**config.mk**
```make
export PLATFORM = sky130hd
export DESIGN_NAME = branch_resolve_ctrl_flat
export DESIGN_NICKNAME = d
export VERILOG_FILES = /design/src/rtl/mips_ctrl_pkg.sv /design/src/rtl/branch_resolve_ctrl_if.sv /design/src/rtl/branch_resolve_ctrl_hazard.sv /design/src/rtl/branch_resolve_ctrl.sv /design/src/flat_wrapper.sv
export SDC_FILE = /design/constraint.sdc
export NUM_CORES = 1
export LEC_CHECK = 0
export BUFFER_PORTS_ARGS = -buffer_cell sky130_fd_sc_hd__buf_4
export CORE_MARGIN = 8
export CORE_UTILIZATION = 25
export DETAILED_ROUTE_END_ITERATION = 10
export PLACE_DENSITY_LB_ADDON = 0.15
export SYNTH_ARGS = -nofsm -noshare
export SYNTH_HDL_FRONTEND = slang
export SYNTH_HIERARCHICAL = 1
export SYNTH_SLANG_ARGS = --single-unit
```
**constraint.sdc**
```tcl
create_clock -name clk -period 2.4 [get_ports clk]
set_input_delay 0.12 -clock clk [delete_from_list [all_inputs] [get_ports clk]]
set_output_delay 0.12 -clock clk [all_outputs]
set_load 0.02 [all_outputs]
```
**src/rtl/mips_ctrl_pkg.sv**
```systemverilog
// Shared encodings for the ID-stage branch controller: branch types, FSM states
// and small decode helpers used by the controller and its hazard detector.
package mips_ctrl_pkg;

    localparam logic [4:0] REG_ZERO = 5'd0;

    typedef enum logic [2:0] {
        BR_NONE = 3'b000,
        BR_BEQ  = 3'b001,
        BR_BNE  = 3'b010,
        BR_BLTZ = 3'b011,
        BR_BGEZ = 3'b100,
        BR_BLEZ = 3'b101,
        BR_BGTZ = 3'b110,
        BR_RSVD = 3'b111
    } br_type_e;

    typedef enum logic {
        ST_IDLE = 1'b0,
        ST_WAIT = 1'b1
    } br_state_e;

    function automatic logic is_branch(input logic [2:0] br);
        return (br != BR_NONE) && (br != BR_RSVD);
    endfunction

    function automatic logic uses_rt(input logic [2:0] br);
        return (br == BR_BEQ) || (br == BR_BNE);
    endfunction

    // The single-operand compares (bltz..bgtz) evaluate rs against zero.
    function automatic logic cmp_zero(input logic [2:0] br);
        return (br == BR_BLTZ) || (br == BR_BGEZ) || (br == BR_BLEZ) || (br == BR_BGTZ);
    endfunction

    function automatic logic branch_taken(input logic [2:0] br, input logic eq, input logic ltz);
        case (br)
            BR_BEQ:  return eq;
            BR_BNE:  return !eq;
            BR_BLTZ: return ltz;
            BR_BGEZ: return !ltz;
            BR_BLEZ: return ltz || eq;
            BR_BGTZ: return !ltz && !eq;
            default: return 1'b0;
        endcase
    endfunction

endpackage

```
**src/rtl/branch_resolve_ctrl_if.sv**
```systemverilog
// Bus between the ID stage and the branch controller. When BRCTRL_PERF_EN is
// defined the bus also carries the stall and taken-branch counters.
interface branch_resolve_ctrl_if #(
    parameter int REG_AW = 5
);
    logic [2:0]        BrTypeD;
    logic [REG_AW-1:0] RsD;
    logic [REG_AW-1:0] RtD;
    logic              RegWriteE;
    logic              MemtoRegE;
    logic [REG_AW-1:0] WriteRegE;
    logic              RegWriteM;
    logic              MemtoRegM;
    logic [REG_AW-1:0] WriteRegM;
    logic              HoldIn;
    logic              EqualD;
    logic              LtzD;
    logic              ForwardAD;
    logic              ForwardBD;
    logic              CmpBZeroD;
    logic              StallF;
    logic              StallD;
    logic              FlushE;
    logic              PCSrcD;
    logic              FlushD;
`ifdef BRCTRL_PERF_EN
    logic [31:0]       BrStallCnt;
    logic [31:0]       BrTakenCnt;

    modport master (
        output BrTypeD, RsD, RtD, RegWriteE, MemtoRegE, WriteRegE,
               RegWriteM, MemtoRegM, WriteRegM, HoldIn, EqualD, LtzD,
        input  ForwardAD, ForwardBD, CmpBZeroD, StallF, StallD, FlushE,
               PCSrcD, FlushD, BrStallCnt, BrTakenCnt
    );

    modport slave (
        input  BrTypeD, RsD, RtD, RegWriteE, MemtoRegE, WriteRegE,
               RegWriteM, MemtoRegM, WriteRegM, HoldIn, EqualD, LtzD,
        output ForwardAD, ForwardBD, CmpBZeroD, StallF, StallD, FlushE,
               PCSrcD, FlushD, BrStallCnt, BrTakenCnt
    );
`else
    modport master (
        output BrTypeD, RsD, RtD, RegWriteE, MemtoRegE, WriteRegE,
               RegWriteM, MemtoRegM, WriteRegM, HoldIn, EqualD, LtzD,
        input  ForwardAD, ForwardBD, CmpBZeroD, StallF, StallD, FlushE,
               PCSrcD, FlushD
    );

    modport slave (
        input  BrTypeD, RsD, RtD, RegWriteE, MemtoRegE, WriteRegE,
               RegWriteM, MemtoRegM, WriteRegM, HoldIn, EqualD, LtzD,
        output ForwardAD, ForwardBD, CmpBZeroD, StallF, StallD, FlushE,
               PCSrcD, FlushD
    );
`endif
endinterface

```
**src/rtl/branch_resolve_ctrl_hazard.sv**
```systemverilog
// Combinational hazard check for a branch in ID: how many stall cycles it needs
// before its operands are reachable, and which operands come from the MEM ALU result.
module branch_hazard_detect
    import mips_ctrl_pkg::*;
#(
    parameter int REG_AW = 5
) (
    input  logic [2:0]        br_type,
    input  logic [REG_AW-1:0] rs,
    input  logic [REG_AW-1:0] rt,
    input  logic              reg_write_e,
    input  logic              mem_to_reg_e,
    input  logic [REG_AW-1:0] write_reg_e,
    input  logic              reg_write_m,
    input  logic              mem_to_reg_m,
    input  logic [REG_AW-1:0] write_reg_m,
    output logic [1:0]        need,
    output logic              fwd_a,
    output logic              fwd_b
);
    localparam logic [REG_AW-1:0] ZERO = REG_AW'(REG_ZERO);

    logic rt_used;
    logic h_e;
    logic h_m;

    // A load still in EX is two cycles away; an ALU result in EX or a load in MEM is one.
    always_comb begin
        rt_used = uses_rt(br_type);
        h_e = reg_write_e && (write_reg_e != ZERO) &&
              ((write_reg_e == rs) || (rt_used && (write_reg_e == rt)));
        h_m = reg_write_m && (write_reg_m != ZERO) &&
              ((write_reg_m == rs) || (rt_used && (write_reg_m == rt)));

        need = 2'd0;
        if (h_e && mem_to_reg_e) begin
            need = 2'd2;
        end else if (h_e || (h_m && mem_to_reg_m)) begin
            need = 2'd1;
        end

        fwd_a = reg_write_m && !mem_to_reg_m && (write_reg_m == rs) && (rs != ZERO);
        fwd_b = reg_write_m && !mem_to_reg_m && (write_reg_m == rt) && (rt != ZERO);
    end

endmodule

```
**src/rtl/branch_resolve_ctrl.sv**
```systemverilog
// ID-stage branch resolution controller: stall sequencing, comparator operand selects
// and the taken decision. Define BRCTRL_PERF_EN to add the BrStallCnt/BrTakenCnt counters.
module branch_resolve_ctrl
    import mips_ctrl_pkg::*;
#(
    parameter int REG_AW   = 5,
    parameter int MAX_WAIT = 2
) (
    input logic                  clk,
    input logic                  rst_n,
    branch_resolve_ctrl_if.slave bus
);
    localparam int CNT_W = $clog2(MAX_WAIT + 1);

    br_state_e        state_q;
    br_state_e        state_d;
    logic [CNT_W-1:0] cnt_q;
    logic [CNT_W-1:0] cnt_d;

    logic [1:0] need;
    logic       fwd_a;
    logic       fwd_b;

    logic fwd_a_o;
    logic fwd_b_o;
    logic cmp_zero_o;
    logic stall_f_o;
    logic stall_d_o;
    logic flush_e_o;
    logic pc_src_o;
    logic flush_d_o;

    branch_hazard_detect #(.REG_AW(REG_AW)) u_hazard (
        .br_type      (bus.BrTypeD),
        .rs           (bus.RsD),
        .rt           (bus.RtD),
        .reg_write_e  (bus.RegWriteE),
        .mem_to_reg_e (bus.MemtoRegE),
        .write_reg_e  (bus.WriteRegE),
        .reg_write_m  (bus.RegWriteM),
        .mem_to_reg_m (bus.MemtoRegM),
        .write_reg_m  (bus.WriteRegM),
        .need         (need),
        .fwd_a        (fwd_a),
        .fwd_b        (fwd_b)
    );

    // In WAIT, cnt is the number of stall cycles still owed including the current one.
    always_comb begin
        state_d    = state_q;
        cnt_d      = cnt_q;
        fwd_a_o    = 1'b0;
        fwd_b_o    = 1'b0;
        cmp_zero_o = 1'b0;
        stall_f_o  = 1'b0;
        stall_d_o  = 1'b0;
        flush_e_o  = 1'b0;
        pc_src_o   = 1'b0;
        flush_d_o  = 1'b0;

        if (rst_n) begin
            if (bus.HoldIn) begin
                stall_f_o = 1'b1;
                stall_d_o = 1'b1;
            end else begin
                case (state_q)
                    ST_IDLE: begin
                        if (is_branch(bus.BrTypeD)) begin
                            if (need != 2'd0) begin
                                stall_f_o = 1'b1;
                                stall_d_o = 1'b1;
                                flush_e_o = 1'b1;
                                cnt_d     = CNT_W'(need - 2'd1);
                                state_d   = (need == 2'd2) ? ST_WAIT : ST_IDLE;
                            end else begin
                                fwd_a_o    = fwd_a;
                                fwd_b_o    = fwd_b;
                                cmp_zero_o = cmp_zero(bus.BrTypeD);
                                pc_src_o   = branch_taken(bus.BrTypeD, bus.EqualD, bus.LtzD);
                                flush_d_o  = pc_src_o;
                            end
                        end
                    end
                    ST_WAIT: begin
                        stall_f_o = 1'b1;
                        stall_d_o = 1'b1;
                        flush_e_o = 1'b1;
                        if (cnt_q <= CNT_W'(1)) begin
                            state_d = ST_IDLE;
                            cnt_d   = '0;
                        end else begin
                            cnt_d = cnt_q - CNT_W'(1);
                        end
                    end
                    default: begin
                        state_d = ST_IDLE;
                        cnt_d   = '0;
                    end
                endcase
            end
        end
    end

    always_ff @(posedge clk) begin
        if (!rst_n) begin
            state_q <= ST_IDLE;
            cnt_q   <= '0;
        end else begin
            state_q <= state_d;
            cnt_q   <= cnt_d;
        end
    end

    assign bus.ForwardAD = fwd_a_o;
    assign bus.ForwardBD = fwd_b_o;
    assign bus.CmpBZeroD = cmp_zero_o;
    assign bus.StallF    = stall_f_o;
    assign bus.StallD    = stall_d_o;
    assign bus.FlushE    = flush_e_o;
    assign bus.PCSrcD    = pc_src_o;
    assign bus.FlushD    = flush_d_o;

`ifdef BRCTRL_PERF_EN
    logic [31:0] stall_cnt_q;
    logic [31:0] stall_cnt_d;
    logic [31:0] taken_cnt_q;
    logic [31:0] taken_cnt_d;

    // Held cycles are not branch stalls, so they are excluded from the stall count.
    always_comb begin
        stall_cnt_d = stall_cnt_q + {31'd0, stall_d_o & ~bus.HoldIn};
        taken_cnt_d = taken_cnt_q + {31'd0, pc_src_o};
    end

    always_ff @(posedge clk) begin
        if (!rst_n) begin
            stall_cnt_q <= '0;
            taken_cnt_q <= '0;
        end else begin
            stall_cnt_q <= stall_cnt_d;
            taken_cnt_q <= taken_cnt_d;
        end
    end

    assign bus.BrStallCnt = stall_cnt_q;
    assign bus.BrTakenCnt = taken_cnt_q;
`endif

endmodule

```
**src/flat_wrapper.sv**
```systemverilog
// flat-port wrapper written by rule: the top's interface ports become plain ports
module branch_resolve_ctrl_flat import mips_ctrl_pkg::*;
#(
    parameter int REG_AW   = 5,
    parameter int MAX_WAIT = 2
)
  (clk, rst_n, bus_BrTypeD, bus_RsD, bus_RtD, bus_RegWriteE, bus_MemtoRegE, bus_WriteRegE, bus_RegWriteM, bus_MemtoRegM, bus_WriteRegM, bus_HoldIn, bus_EqualD, bus_LtzD, bus_ForwardAD, bus_ForwardBD, bus_CmpBZeroD, bus_StallF, bus_StallD, bus_FlushE, bus_PCSrcD, bus_FlushD);
  branch_resolve_ctrl_if #(.REG_AW(REG_AW)) bus_i ();
  input logic clk;
  input logic rst_n;
  input wire logic [$bits(bus_i.BrTypeD)-1:0] bus_BrTypeD;
  input wire logic [$bits(bus_i.RsD)-1:0] bus_RsD;
  input wire logic [$bits(bus_i.RtD)-1:0] bus_RtD;
  input wire logic [$bits(bus_i.RegWriteE)-1:0] bus_RegWriteE;
  input wire logic [$bits(bus_i.MemtoRegE)-1:0] bus_MemtoRegE;
  input wire logic [$bits(bus_i.WriteRegE)-1:0] bus_WriteRegE;
  input wire logic [$bits(bus_i.RegWriteM)-1:0] bus_RegWriteM;
  input wire logic [$bits(bus_i.MemtoRegM)-1:0] bus_MemtoRegM;
  input wire logic [$bits(bus_i.WriteRegM)-1:0] bus_WriteRegM;
  input wire logic [$bits(bus_i.HoldIn)-1:0] bus_HoldIn;
  input wire logic [$bits(bus_i.EqualD)-1:0] bus_EqualD;
  input wire logic [$bits(bus_i.LtzD)-1:0] bus_LtzD;
  output wire logic [$bits(bus_i.ForwardAD)-1:0] bus_ForwardAD;
  output wire logic [$bits(bus_i.ForwardBD)-1:0] bus_ForwardBD;
  output wire logic [$bits(bus_i.CmpBZeroD)-1:0] bus_CmpBZeroD;
  output wire logic [$bits(bus_i.StallF)-1:0] bus_StallF;
  output wire logic [$bits(bus_i.StallD)-1:0] bus_StallD;
  output wire logic [$bits(bus_i.FlushE)-1:0] bus_FlushE;
  output wire logic [$bits(bus_i.PCSrcD)-1:0] bus_PCSrcD;
  output wire logic [$bits(bus_i.FlushD)-1:0] bus_FlushD;
  assign bus_i.BrTypeD = bus_BrTypeD;
  assign bus_i.RsD = bus_RsD;
  assign bus_i.RtD = bus_RtD;
  assign bus_i.RegWriteE = bus_RegWriteE;
  assign bus_i.MemtoRegE = bus_MemtoRegE;
  assign bus_i.WriteRegE = bus_WriteRegE;
  assign bus_i.RegWriteM = bus_RegWriteM;
  assign bus_i.MemtoRegM = bus_MemtoRegM;
  assign bus_i.WriteRegM = bus_WriteRegM;
  assign bus_i.HoldIn = bus_HoldIn;
  assign bus_i.EqualD = bus_EqualD;
  assign bus_i.LtzD = bus_LtzD;
  assign bus_ForwardAD = bus_i.ForwardAD;
  assign bus_ForwardBD = bus_i.ForwardBD;
  assign bus_CmpBZeroD = bus_i.CmpBZeroD;
  assign bus_StallF = bus_i.StallF;
  assign bus_StallD = bus_i.StallD;
  assign bus_FlushE = bus_i.FlushE;
  assign bus_PCSrcD = bus_i.PCSrcD;
  assign bus_FlushD = bus_i.FlushD;
  branch_resolve_ctrl #(.REG_AW(REG_AW), .MAX_WAIT(MAX_WAIT)) u_core (.clk(clk), .rst_n(rst_n), .bus(bus_i));
endmodule
```
==> flow_summary_export.csv <==
group,metric,value,unit
drt,num_vias,846,
final_layout,nFillCells,291,
final_layout,seq_area,60.06,um2
sta,slew_headroom,82.47,%
setup_path,r2r_start,"u_core/state_q",
clock_tree,cts_root_buf,"clkbuf_4",
drt,drcViolationCount,0,
pwr,power.leakage,0.4840,nW
setup_path,worstPathMaxFanout,4,
logic_synthesis,ys_types,36,
global_route,grtUsageTotal,9.660,%
global_route,grt_pass1_vias,943,
global_route,gr-total-overflow,0,
clock_tree,cts_setup_buffers,0,
logic_synthesis,postSynthCellCount,94,
drt,firstDrtPassIters,4,
final_layout,multiInputGateArea,624.3,um2
floorplan,start_util,25.95,%
pwr,total_power,0.2842,mW
sta,setup_tns,0,ns
placement,gp_congestion,0.7485,
setup_path,critPathLaunch,"bus_WriteRegE[3]",
sta,fmax,0.4545,GHz
logic_synthesis,synth_common_cells,"xor2_1, nor2_1, xnor2_1",
clock_tree,cts_hold_buf,0,
drt,drtIter0Drc,36,
setup_path,cp_data_required_time,2.28,ns
placement,place_ws,0.1703,ns
global_route,antenna_found_initial,0,
final_layout,nets,170,
logic_synthesis,synthDominantCellAreaShare,17.28,%
floorplan,io-pin-count,40,
global_route,grt_max_degree,10,
final_layout,antenna_cells,0,
clock_tree,clkLatencyLatePin,0.23,ns
clock_tree,cts_resized,0,
clock_tree,numCtsBuffers,3,
floorplan,dieHeight,69.27,um
placement,dpl.hpwl,2054,um
setup_path,crit_type,"in -> out",
sta,fin_crit,2.200,ns
clock_tree,cts_tree,"built",
min_path,holdCritStartpoint,"rst_n",
clock_tree,clock_sinks,3,
pwr,ir_drop,194.4,uV
setup_path,crit_arrival,2.08,ns
placement,portBuffers,39,
sta,rsz0062_at_grt,"no",
floorplan,die_w,69.27,um
logic_synthesis,syn_nets,128,
drt,wl_per_cell,14.43,um
logic_synthesis,yosysSeqAreaShare,8.466,%
clock_tree,clk_path_buf_depth,2,
sta,worst_pin_slew,0.2626,ns
logic_synthesis,synth.most_common_cell,"xor2_1",
setup_path,path_delay_family,"simple AND/OR/NAND/NOR gates",
placement,dp.cells,162,
drt,via_per_inst,5.096,
logic_synthesis,ys_warn_count,6,
sta,setup_viol,0,
clock_tree,h-tree-depth,1,
logic_synthesis,ys_top_cells_by_area,"xor2_1, xnor2_1, dfxtp_1",
final_layout,area_growth,50.09,%
logic_synthesis,synth_area,709.4,um2
job,max_cap_viol_count,0,
setup_path,path_buf_inv,4,
floorplan,rows,19,
pwr,power_density,266.9,nW/um2
logic_synthesis,synthArstFlopShare,0,%
sta,finalHoldViolCount,0,
sta,finClkSkew,0.005474,ns
logic_synthesis,syn_area_per_cell,7.547,um2
logic_synthesis,synth-seq-cells,3,
setup_path,cpPeakStageDelay,0.53,ns
setup_path,cp_slowest_cell,"or4_1",
min_path,hold_path.class,"in -> reg",
setup_path,end_kind,"output pin",
floorplan,die_area,4798,um2
final_layout,drive_gt1_share,37.78,%
sta,whs,0.1813,ns
floorplan,coreArea,2734,um2
clock_tree,cts.clk_slew.worst_paths,0.04,ns
logic_synthesis,synth-edff-count,0,
global_route,grt_pass1_wl,4043,um
setup_path,crit_chain,"buf_4 > or4_1 > o21ai_2 > a21oi_2 > mux2i_1 > inv_1 > ha_1 > inv_1 > a31oi_1 > nor3b_1 > buf_4",
setup_path,start_kind,"input pin",
run_status,status,"finished clean",
sta,fin_crit_sh,91.67,%
sta,fin_ws,0.2000,ns
logic_synthesis,dominantRegCellSynth,"dfxtp_1",
drt,ant_nets,0,
drt,routed_wirelength,2396,um
logic_synthesis,synth_top_cell_by_area,"xor2_1",
sta,slew_viol_final,0,
final_layout,fin_cells,166,
==> stage by stage <==
step / utilization (%) / area, um2
after global routing: 38.95 / 1065
after CTS: 38.49 / 1052
after global placement: 37.53 / 1026
after floorplan: - / 709.4
final: 38.95 / 1065
after detailed placement: 37.53 / 1026
==> state kept, by name, indices dropped and copies added (netlist names) <==
signal and cells:
u_core/state_q 1, u_core/cnt_q 2
==> layout by cell type (no fill, tap or decap), types with 2 or more instances in the layout <==
cell,Yosys,routed
nor4b_1,2,2
nor3_1,5,4
clkbuf_4,0,3
inv_1,6,6
a31oi_1,3,3
mux2i_1,2,2
nand3_1,4,4
xnor2_1,8,8
xor2_1,14,14
nand2_1,3,3
or4_1,3,3
ha_1,2,2
a41o_1,2,2
dfxtp_1,3,3
buf_4,2,39
a311oi_1,2,2
and3_1,4,4
nor2_1,9,9
and2_1,2,2
==> layer usage <==
| metal | vias up | routed length, um | GRT usage (%) |
|---|---|---|---|
| met2 | 21 | 1168 | 17.01 |
| met4 | 0 | 0 | 2.050 |
| met5 | - | 0 | 0 |
| met1 | 396 | 1115 | 11.11 |
| li1 | 429 | - | - |
| met3 | 0 | 112 | 2.861 |
==> cell type report <==
class	count	area share, %
sequential	3	5.640
tap	31	3.643
timing repair buffer	39	27.50
inverter	6	2.115
clock buffer	4	2.468
multi-input combinational	83	58.64
==> cells by family after synthesis <==
kind of cell             count (synthesis)  share of synthesized area (%)
multiplexers                             2                          2.822
XOR/XNOR                                22                          27.16
AO/OA/AOI/OAI                           16                          17.64
AND/OR/NAND/NOR                         41                          35.10
flip-flops                               3                          8.466
buffers and inverters                    8                          5.290
adder cells (fa/ha/maj)                  2                          3.527
==> report_power, final <==
part | switching (mW) | internal [mW] | total (mW)
Combinational | 0.0693 | 0.0748 | 0.144
Sequential | 0.000775 | 0.0508 | 0.0516
Clock | 0.0263 | 0.0623 | 0.0886
Total | 0.0963 | 0.188 | 0.284
==> worst register-to-register path: stages, from the launching register on <==
cell and delay, ns:
dfxtp_1 0.46, or2b_2 0.34, o221ai_1 0.17, a311oi_1 0.08
==> worst paths after layout <==
| check | to | cells after the start | slack (ns) |
|---|---|---|---|
| setup reg to reg | u_core/cnt_q[0] | 3 | 1.22 |
| hold reg to reg | u_core/state_q | 1 | 0.54 |
| hold / removal | u_core/state_q | 2 | 0.18 |
| setup / recovery | bus_FlushE | 11 | 0.20 |
Note: power is estimated with default switching activity, not from simulation.
